`src/rtl/seg_pkg.sv`:
```
// ---------------------------------------------------------------------------
// seg_pkg
// Shared types and constants for the seven-segment display path.
//   seg_t      : segment vector {g,f,e,d,c,b,a}
//   SEG_OFF    : all segments dark, active-high form
//   HEX_FONT   : 16-entry active-high hex font (0..9, A, b, C, d, E, F)
//   state_t    : slot phase of the multiplexer (BLANK / SHOW)
//   apply_polarity : converts an active-high segment vector to pin polarity
// ---------------------------------------------------------------------------
package seg_pkg;

  typedef logic [6:0] seg_t;

  localparam seg_t SEG_OFF = 7'b0000000;

  // Index is the nibble value; bit 6 is segment g, bit 0 is segment a.
  localparam seg_t HEX_FONT [0:15] = '{
    7'b0111111,  // 0
    7'b0000110,  // 1
    7'b1011011,  // 2
    7'b1001111,  // 3
    7'b1100110,  // 4
    7'b1101101,  // 5
    7'b1111101,  // 6
    7'b0000111,  // 7
    7'b1111111,  // 8
    7'b1101111,  // 9
    7'b1110111,  // A
    7'b1111100,  // b
    7'b0111001,  // C
    7'b1011110,  // d
    7'b1111001,  // E
    7'b1110001   // F
  };

  typedef enum logic {
    BLANK = 1'b0,
    SHOW  = 1'b1
  } state_t;

  // Active-high segment pattern to the level seen on the pins.
  function automatic seg_t apply_polarity(input seg_t s, input logic active_low);
    return active_low ? ~s : s;
  endfunction

endpackage

```
`src/rtl/hex_seg_decoder.sv`:
```
// ---------------------------------------------------------------------------
// hex_seg_decoder
// Purely combinational hex nibble to seven-segment decoder. Usable on its own
// for a single-digit display or behind a digit multiplexer.
// Ports:
//   nibble     in  4  hex value to display
//   active_low in  1  1 = invert the pattern for active-low segment lines
//   seg        out 7  {g,f,e,d,c,b,a} at pin polarity
// ---------------------------------------------------------------------------
module hex_seg_decoder
  import seg_pkg::*;
(
  input  logic [3:0] nibble,
  input  logic       active_low,
  output seg_t       seg
);

  seg_t font_bits;

  always_comb begin
    font_bits = HEX_FONT[nibble];
    seg       = apply_polarity(font_bits, active_low);
  end

endmodule

```
`src/rtl/seg_mux_display.sv`:
```
// ---------------------------------------------------------------------------
// seg_mux_display
// Time-multiplexed driver for NUM_DIGITS seven-segment digits sharing one
// segment bus. Each digit owns a slot of REFRESH_DIV cycles; the first
// BLANK_CYCLES of every slot keep all anodes off so the previous digit's
// pattern cannot ghost onto the next one. New content is captured into a
// pending register by load and only copied to the displayed (shadow)
// register at the frame wrap, so a frame never mixes old and new digits.
// Ports:
//   clk        in  1             system clock
//   reset      in  1             synchronous, active-high
//   digits_in  in  4*NUM_DIGITS  hex nibbles, digit i = digits_in[4i+3:4i]
//   digit_en   in  NUM_DIGITS    per-digit display enable
//   load       in  1             capture digits_in/digit_en into pending
//   seg        out 7             {g,f,e,d,c,b,a}
//   anode      out NUM_DIGITS    one-hot digit select
//   frame_done out 1             one-cycle pulse in the first cycle of a frame
// ---------------------------------------------------------------------------
module seg_mux_display
  import seg_pkg::*;
#(
  parameter int NUM_DIGITS     = 2,
  parameter int REFRESH_DIV    = 24000,
  parameter int BLANK_CYCLES   = 200,
  parameter int SEG_ACTIVE_LOW = 1,
  parameter int DIG_ACTIVE_LOW = 1
) (
  input  logic                    clk,
  input  logic                    reset,
  input  logic [4*NUM_DIGITS-1:0] digits_in,
  input  logic [NUM_DIGITS-1:0]   digit_en,
  input  logic                    load,
  output logic [6:0]              seg,
  output logic [NUM_DIGITS-1:0]   anode,
  output logic                    frame_done
);

  localparam int CNT_W = (REFRESH_DIV > 1) ? $clog2(REFRESH_DIV) : 1;
  localparam int IDX_W = (NUM_DIGITS > 1) ? $clog2(NUM_DIGITS) : 1;
  // Digit-select arrays are padded to a power of two so idx can index them
  // over its full range without an out-of-bounds select.
  localparam int SEL_N = 1 << IDX_W;

  localparam logic SEG_LOW = (SEG_ACTIVE_LOW != 0);
  localparam logic DIG_LOW = (DIG_ACTIVE_LOW != 0);

  localparam logic [CNT_W-1:0] BLANK_LAST = CNT_W'(BLANK_CYCLES - 1);
  localparam logic [CNT_W-1:0] SLOT_LAST  = CNT_W'(REFRESH_DIV - 1);
  localparam logic [IDX_W-1:0] IDX_LAST   = IDX_W'(NUM_DIGITS - 1);

  // ---------------------------------------------------------------------
  // Slot sequencer
  // ---------------------------------------------------------------------
  state_t            state_reg, state_next;
  logic [CNT_W-1:0]  cnt_reg, cnt_next;
  logic [IDX_W-1:0]  idx_reg, idx_next;
  logic              wrap;
  logic              frame_done_reg;

  always_ff @(posedge clk) begin
    if (reset) begin
      state_reg      <= BLANK;
      cnt_reg        <= '0;
      idx_reg        <= '0;
      frame_done_reg <= 1'b0;
    end else begin
      state_reg      <= state_next;
      cnt_reg        <= cnt_next;
      idx_reg        <= idx_next;
      frame_done_reg <= wrap;
    end
  end

  always_comb begin
    state_next = state_reg;
    cnt_next   = cnt_reg + CNT_W'(1);
    idx_next   = idx_reg;
    wrap       = 1'b0;
    case (state_reg)
      BLANK: begin
        if (cnt_reg == BLANK_LAST) begin
          state_next = SHOW;
        end
      end
      SHOW: begin
        if (cnt_reg == SLOT_LAST) begin
          state_next = BLANK;
          cnt_next   = '0;
          // The end of the last digit's slot is the frame boundary.
          if (idx_reg == IDX_LAST) begin
            idx_next = '0;
            wrap     = 1'b1;
          end else begin
            idx_next = idx_reg + IDX_W'(1);
          end
        end
      end
      default: begin
        state_next = BLANK;
        cnt_next   = '0;
        idx_next   = '0;
      end
    endcase
  end

  // ---------------------------------------------------------------------
  // Pending / shadow content registers
  // ---------------------------------------------------------------------
  logic [4*NUM_DIGITS-1:0] pending_digits_reg;
  logic [NUM_DIGITS-1:0]   pending_en_reg;
  logic [4*NUM_DIGITS-1:0] shadow_digits_reg;
  logic [NUM_DIGITS-1:0]   shadow_en_reg;

  // Shadow copies the pre-edge pending value, so a load landing on the wrap
  // edge is held back until the following frame.
  always_ff @(posedge clk) begin
    if (reset) begin
      pending_digits_reg <= '0;
      pending_en_reg     <= '1;
      shadow_digits_reg  <= '0;
      shadow_en_reg      <= '1;
    end else begin
      if (load) begin
        pending_digits_reg <= digits_in;
        pending_en_reg     <= digit_en;
      end
      if (wrap) begin
        shadow_digits_reg <= pending_digits_reg;
        shadow_en_reg     <= pending_en_reg;
      end
    end
  end

  // ---------------------------------------------------------------------
  // Output mux: everything below depends on registered state only.
  // ---------------------------------------------------------------------
  logic [3:0]       nib_sel [SEL_N];
  logic [SEL_N-1:0] en_sel;

  for (genvar gi = 0; gi < SEL_N; gi++) begin : g_sel
    if (gi < NUM_DIGITS) begin : g_real
      assign nib_sel[gi] = shadow_digits_reg[4*gi +: 4];
      assign en_sel[gi]  = shadow_en_reg[gi];
    end else begin : g_pad
      assign nib_sel[gi] = 4'h0;
      assign en_sel[gi]  = 1'b0;
    end
  end

  logic [3:0] cur_nibble;
  logic       showing;
  seg_t       dec_seg;

  assign cur_nibble = nib_sel[idx_reg];
  // A disabled digit still consumes its slot, it just stays dark.
  assign showing    = (state_reg == SHOW) && en_sel[idx_reg];

  hex_seg_decoder u_dec (
    .nibble     (cur_nibble),
    .active_low (SEG_LOW),
    .seg        (dec_seg)
  );

  assign seg = showing ? dec_seg : apply_polarity(SEG_OFF, SEG_LOW);

  for (genvar gi = 0; gi < NUM_DIGITS; gi++) begin : g_anode
    assign anode[gi] = (showing && (idx_reg == IDX_W'(gi))) ^ DIG_LOW;
  end

  assign frame_done = frame_done_reg;

endmodule

```
`config.mk`:
```
export PLATFORM = sky130hd
export DESIGN_NAME = seg_mux_display
export DESIGN_NICKNAME = d
export VERILOG_FILES = /design/src/rtl/seg_pkg.sv /design/src/rtl/hex_seg_decoder.sv /design/src/rtl/seg_mux_display.sv
export SDC_FILE = /design/constraint.sdc
export NUM_CORES = 1
export LEC_CHECK = 0
export BUFFER_PORTS_ARGS = -buffer_cell sky130_fd_sc_hd__buf_4
export CORE_ASPECT_RATIO = 1.2
export CORE_MARGIN = 2
export CORE_UTILIZATION = 42
export CTS_BUF_LIST = sky130_fd_sc_hd__clkbuf_16
export DETAILED_ROUTE_END_ITERATION = 8
export PLACE_DENSITY = 0.72
export RECOVER_POWER = 25
export SYNTH_ARGS = -nofsm -noshare
export SYNTH_HDL_FRONTEND = slang
export SYNTH_SLANG_ARGS = --single-unit
```
`constraint.sdc`:
```
create_clock -name clk -period 5.55 [get_ports clk]
set_input_delay 1.11 -clock clk [delete_from_list [all_inputs] [get_ports clk]]
set_output_delay 1.11 -clock clk [all_outputs]
set_load 0.02 [all_outputs]
```
After elaboration in Yosys (flattened, before gate mapping)
Memory sizes are Yosys's and may differ from the RTL's. Index checks and enable logic that the tools add are counted. Widths: inputs -> output; s select.

Input bits: 13. Register bits: 38. ROM bits: 112. Memories kept: 1. Word-level logic and storage cells: 44. Output and inout bits: 10.

Add/subtract/negate cells: 2. Bitwise operators: 7. Magnitude comparators: 3. Reductions and logical operators: 4. Multiplexer cells: 17. Equal/unequal tests: 2.

Memory list: (no name shown) (depth 16, width 7, rd ports 1, clocked after Yosys merged registers in 0, write ports 0, line hex_seg_decoder.sv:21) `font_bits = HEX_FONT[nibble];`.

Operators by type and width (number): $mux 15 (2); $mux 7 (3); $add 15x1->15 const B (1); $eq 15x15->1 const B (1); $eq 15x8->1 const B (1); $mux 4 (3); $mux 1 (8); $not 7->7 (1); $ge 5x5->1 const B (1); $not 4->5 (1); $not 1->1 (4); $logic_and 1x1->1 (3); $ge 2x2->1 const B (1); $lt 1x2->1 const B (1); $not 1->2 (1); $pmux 1 s2 (1); $reduce_and 2->1 (1); $add 1x1->1 const B (1).

Depth between registers and ports, before layout
Word-level depth: 10. Mapped depth: 8. Mapped depth without buffers: 6.

By module
Synthesis repeated with hierarchy kept, for this count alone.

Cell total of the unflattened synthesis: 212. Area total of the unflattened synthesis: 1940.6 sq um.

Modules (own cells, without submodules): seg_mux_display (cells each 170, instances 1, area an instance 1594.0 sq um, sequential area each 760.7 sq um); hex_seg_decoder (cells each 42, instances 1, area an instance 346.6 sq um, sequential area each 0.0 sq um).

Least setup slack after synthesis
OpenSTA, ideal clock, no wires.

Kind: flip-flop to output port. Start: register idx_reg. End: output seg[2]. Cell stages (with the launch flop): 5. Setup slack: 2.470 ns. Arrival: 1.970 ns. Data required time: 4.440 ns. Buffers on the path: 1. Cells stage by stage: dfxtp_1 -> buf_6 -> mux2_2 -> ha_1 -> o311ai_0.

Cells in the longest elaborated chain, start to end: 10. Elaborated cells on any way between the ends: 13. Those cells by class: mux: 8; bitwise: 3; reduce/logical: 1; memory: 1.

RTL lines: from (decl) (line seg_mux_display.sv:56) `logic [IDX_W-1:0] idx_reg, idx_next;`; from (signal assigned) (line seg_mux_display.sv:69) `idx_reg <= idx_next;`; $not 1->2 (not written as such) (line seg_mux_display.sv:154) `assign cur_nibble = nib_sel[idx_reg];`; $mux 4 (not written as such) (3 in series) (line seg_mux_display.sv:154); $not 4->5 (not written as such) (line hex_seg_decoder.sv:21); $mem_v2 16x7; $mux 7 (not written as such) (2 in series) (line hex_seg_decoder.sv:21); $not 7->7 (line seg_pkg.sv:43) `return active_low ? ~s : s;`; $mux 7 * (line seg_mux_display.sv:164) `assign seg = showing ? dec_seg : apply_polarity(SEG_OFF, SEG_LOW);`; to (decl) (line seg_mux_display.sv:33) `output logic [6:0] seg,`.

Every way passes the cells marked *; elsewhere a longest branch is shown, timed or not. The select of a mux whose other input is x is not followed.

Worst setup path in the final report
Start: register idx_reg. End: output seg[0].

The elaborated chain is that of the path after synthesis.

==> flow_summary.yaml <==
drt:
  wirelength_um: 3221
  ant_nets: 0
  first_pass_iters: 4
  drcViolationCount: 0
  wire_per_inst_um: 12.39
  route.vias.total: 1331
  vias_per_cell: 5.119
  first_iter_violations: 33
worst_hold_path:
  whs_path_depth: 1
  hp-class: "reg -> reg"
  worstHoldStart: "cnt_reg[0]"
  whs_endpoint: "cnt_reg[0]"
sta:
  slew_headroom_pct: 25.53
  skew_ps: 6.893
  worst_pin_slew_ps: 1086
  rsz0062_at_grt: "false"
  post-route-period-util_pct: 64.72
  fin_setup_tns_ps: 0
  final.setup.worst_slack_ps: 1958
  fmax_mhz: 278.4
  setup_viol_count_final: 0
  post-route-min-period_ps: 3592
  hold_viol_final: 0
  slew_violations: 0
finish:
  syn2layout_area_growth_pct: 14.65
  final_nets: 225
  diodes: 0
  layout-drive-gt1-share_pct: 17.16
  final_area_um2: 2096
  largest_reg_flops: 15
critical_path:
  arrival_ps: 2480
  crit_chain: "mux2i_1 > nand2_1 > o221ai_1 > nand2_1 > buf_4"
  worstRegToRegCells: 5
  start_kind: "flip-flop"
  crit_slowest_cell: "mux2i_1"
  crit_top_cell: "nand2_1"
  cp_num_buf_inv: 1
  r2r_end: "cnt_reg[10]"
  critPathKind: "reg -> out"
  crit_family: "multiplexers"
  critPathMaxFanout: 15
  critPathRequiredTime_ps: 4440
  r2r_slack_ps: 3200
  end_kind: "primary output"
  r2r-start: "cnt_reg[0]"
  slowest_delay_ps: 950
place:
  place_hpwl_um: 2346
  dpl_worst_slack_ps: 2252
  gp_congestion: 0.7733
  placed_area_um2: 1991
  portBuffers: 22
power_and_ir_drop:
  power.switching_mw: 0.1137
  p_leak_nw: 0.8567
  comb_power_share_pct: 4.3
  clkPwrFrac_pct: 45.5
  p_per_area_nw_per_um2: 269.1
  pwr-share-seq_pct: 50.2
  power.internal_mw: 0.4503
  ir_worst_vdd_mv: 0.1518
  p_total_mw: 0.5641
  switching_share_pct: 20.16
synthesis:
  syn_area_per_cell_um2: 9.881
  yosys_warnings: 0
  synthTopCellsByArea: "dfxtp_1 42%, mux2i_1 7.1%, nor2_1 5.5%, xor2_1 5.3%, ha_1 4.8%"
  ys_seq_area_share_pct: 41.62
  syn_inst: 185
  synth.cell_area_um2: 1828
  synth_top_area_share_pct: 41.62
  synthFlopType: "dfxtp_1"
  synth_common_cells: "38 x dfxtp_1, 27 x nor2_1, 13 x mux2i_1"
  synthArstFlopShare_pct: 0
  yosys.area.top_type: "dfxtp_1"
  syn-num-nets: 205
  ys_ff_latch: 38
  yosysMostFrequentCell: "dfxtp_1"
  synth-edff-count: 0
  synth_cell_types: 47
clocking:
  htreeDepth: 2
  cts_tree: "done"
  clock-sinks: 38
  cts-root-buf: "clkbuf_16"
  post-cts-setup-buffers: 0
  clk_latency_ps: 280
  cts_resized: 0
  clk_path_buf_depth: 2
  path_clk_slew_ps: 50
  cts_buffers: 5
  cts-hold-fix-buffers: 0
floorplanning:
  die_area_um2: 4898
  die_w_um: 64.23
  initial_core_util_pct: 43.22
  core.rowCount: 26
  num_io_pins: 23
  die_y_um: 76.27
  core_area_um2: 4229
global_routing:
  grt_remaining_overflow: 0
  grt_max_degree: 17
  grt_pass1_wl_um: 5678
  grt_pass1_vias: 1224
  antenna_found_initial: 0
  grt_usage_pct: 14.70
run:
  cap_violations: 0
run_status:
  status: "completed"
==> layer usage <==
metal  wire [µm]  part of all wire, %  GRT usage, %  up-vias
met5           0                    0             0        -
met4          65                  2.0         7.021        0
met3         127                  3.9         4.136        6
met2        1542                   48         23.75       28
met1        1485                   46         17.83      601
li1            -                    -             -      696
==> stage by stage <==
stage / util, % / hold WS (ps) / cells
4_1_cts: 50.12 / 448.6 / 260
5_1_grt: 49.56 / 456.6 / 260
2_1_floorplan: - / 412.4 / 185
6_report: 49.56 / 447.9 / 260
3_3_place_gp: 47.07 / 427.5 / 254
3_5_place_dp: 47.07 / 439.9 / 254
==> placed cells by master (no fill, tap or decap), drive strengths merged, types with 2 or more instances in the layout <==
master  synthesis  routed
a21oi           3       3
a22o            8       8
a22oi           2       2
and2            2       2
and3            2       2
and4            3       3
buf             7      21
clkbuf          2       6
dfxtp          38      38
ha              7       7
inv             8       8
mux2            3       3
mux2i          13      13
nand2           8       8
nand3           7       7
nand4           6       6
nor2           27      27
nor2b           2       2
nor4            2       2
o211ai          4       4
o221ai          4       4
xnor2           4       4
xor2           11      11
==> power groups by stage <==
stage | Sequential [mW] | Clock (mW) | Combinational (mW)
5_1_grt | 0.283 | 0.277 | 0.0276
3_3_place_gp | 0.288 | 0 | 0.0247
3_5_place_dp | 0.289 | 0 | 0.0251
6_report | 0.283 | 0.257 | 0.0244
2_1_floorplan | 0.288 | 0 | 0.0168
4_1_cts | 0.283 | 0.262 | 0.0252
==> cells by family after synthesis <==
| logic type | synth area share (%) |
|---|---|
| flops | 41.62 |
| mux | 8.966 |
| compound gates | 11.23 |
| simple gates | 20.60 |
| fa+ha+maj | 4.791 |
| xor+xnor | 7.187 |
| buf+inv | 5.612 |
==> worst max-delay path by stage <==
stage,from,end,slack (ps),cells past startpoint
floorplan,idx_reg,seg[2],2470,4
finish,idx_reg,seg[0],1960,5
global route,idx_reg,seg[5],1660,5
global placement,idx_reg,seg[0],2300,5
CTS,idx_reg,seg[0],1950,5
detailed placement,idx_reg,seg[0],2250,5
==> layout make-up <==
cell class	instances	area [µm²]
clock buffer	5	125.1
inverter	8	30.03
sequential	38	760.7
timing repair buffer	22	161.4
fill	406	2133
multi-input combinational	130	944.7
clock inverter	1	3.754
tap	56	70.07
(Power assumes the default switching activity.)
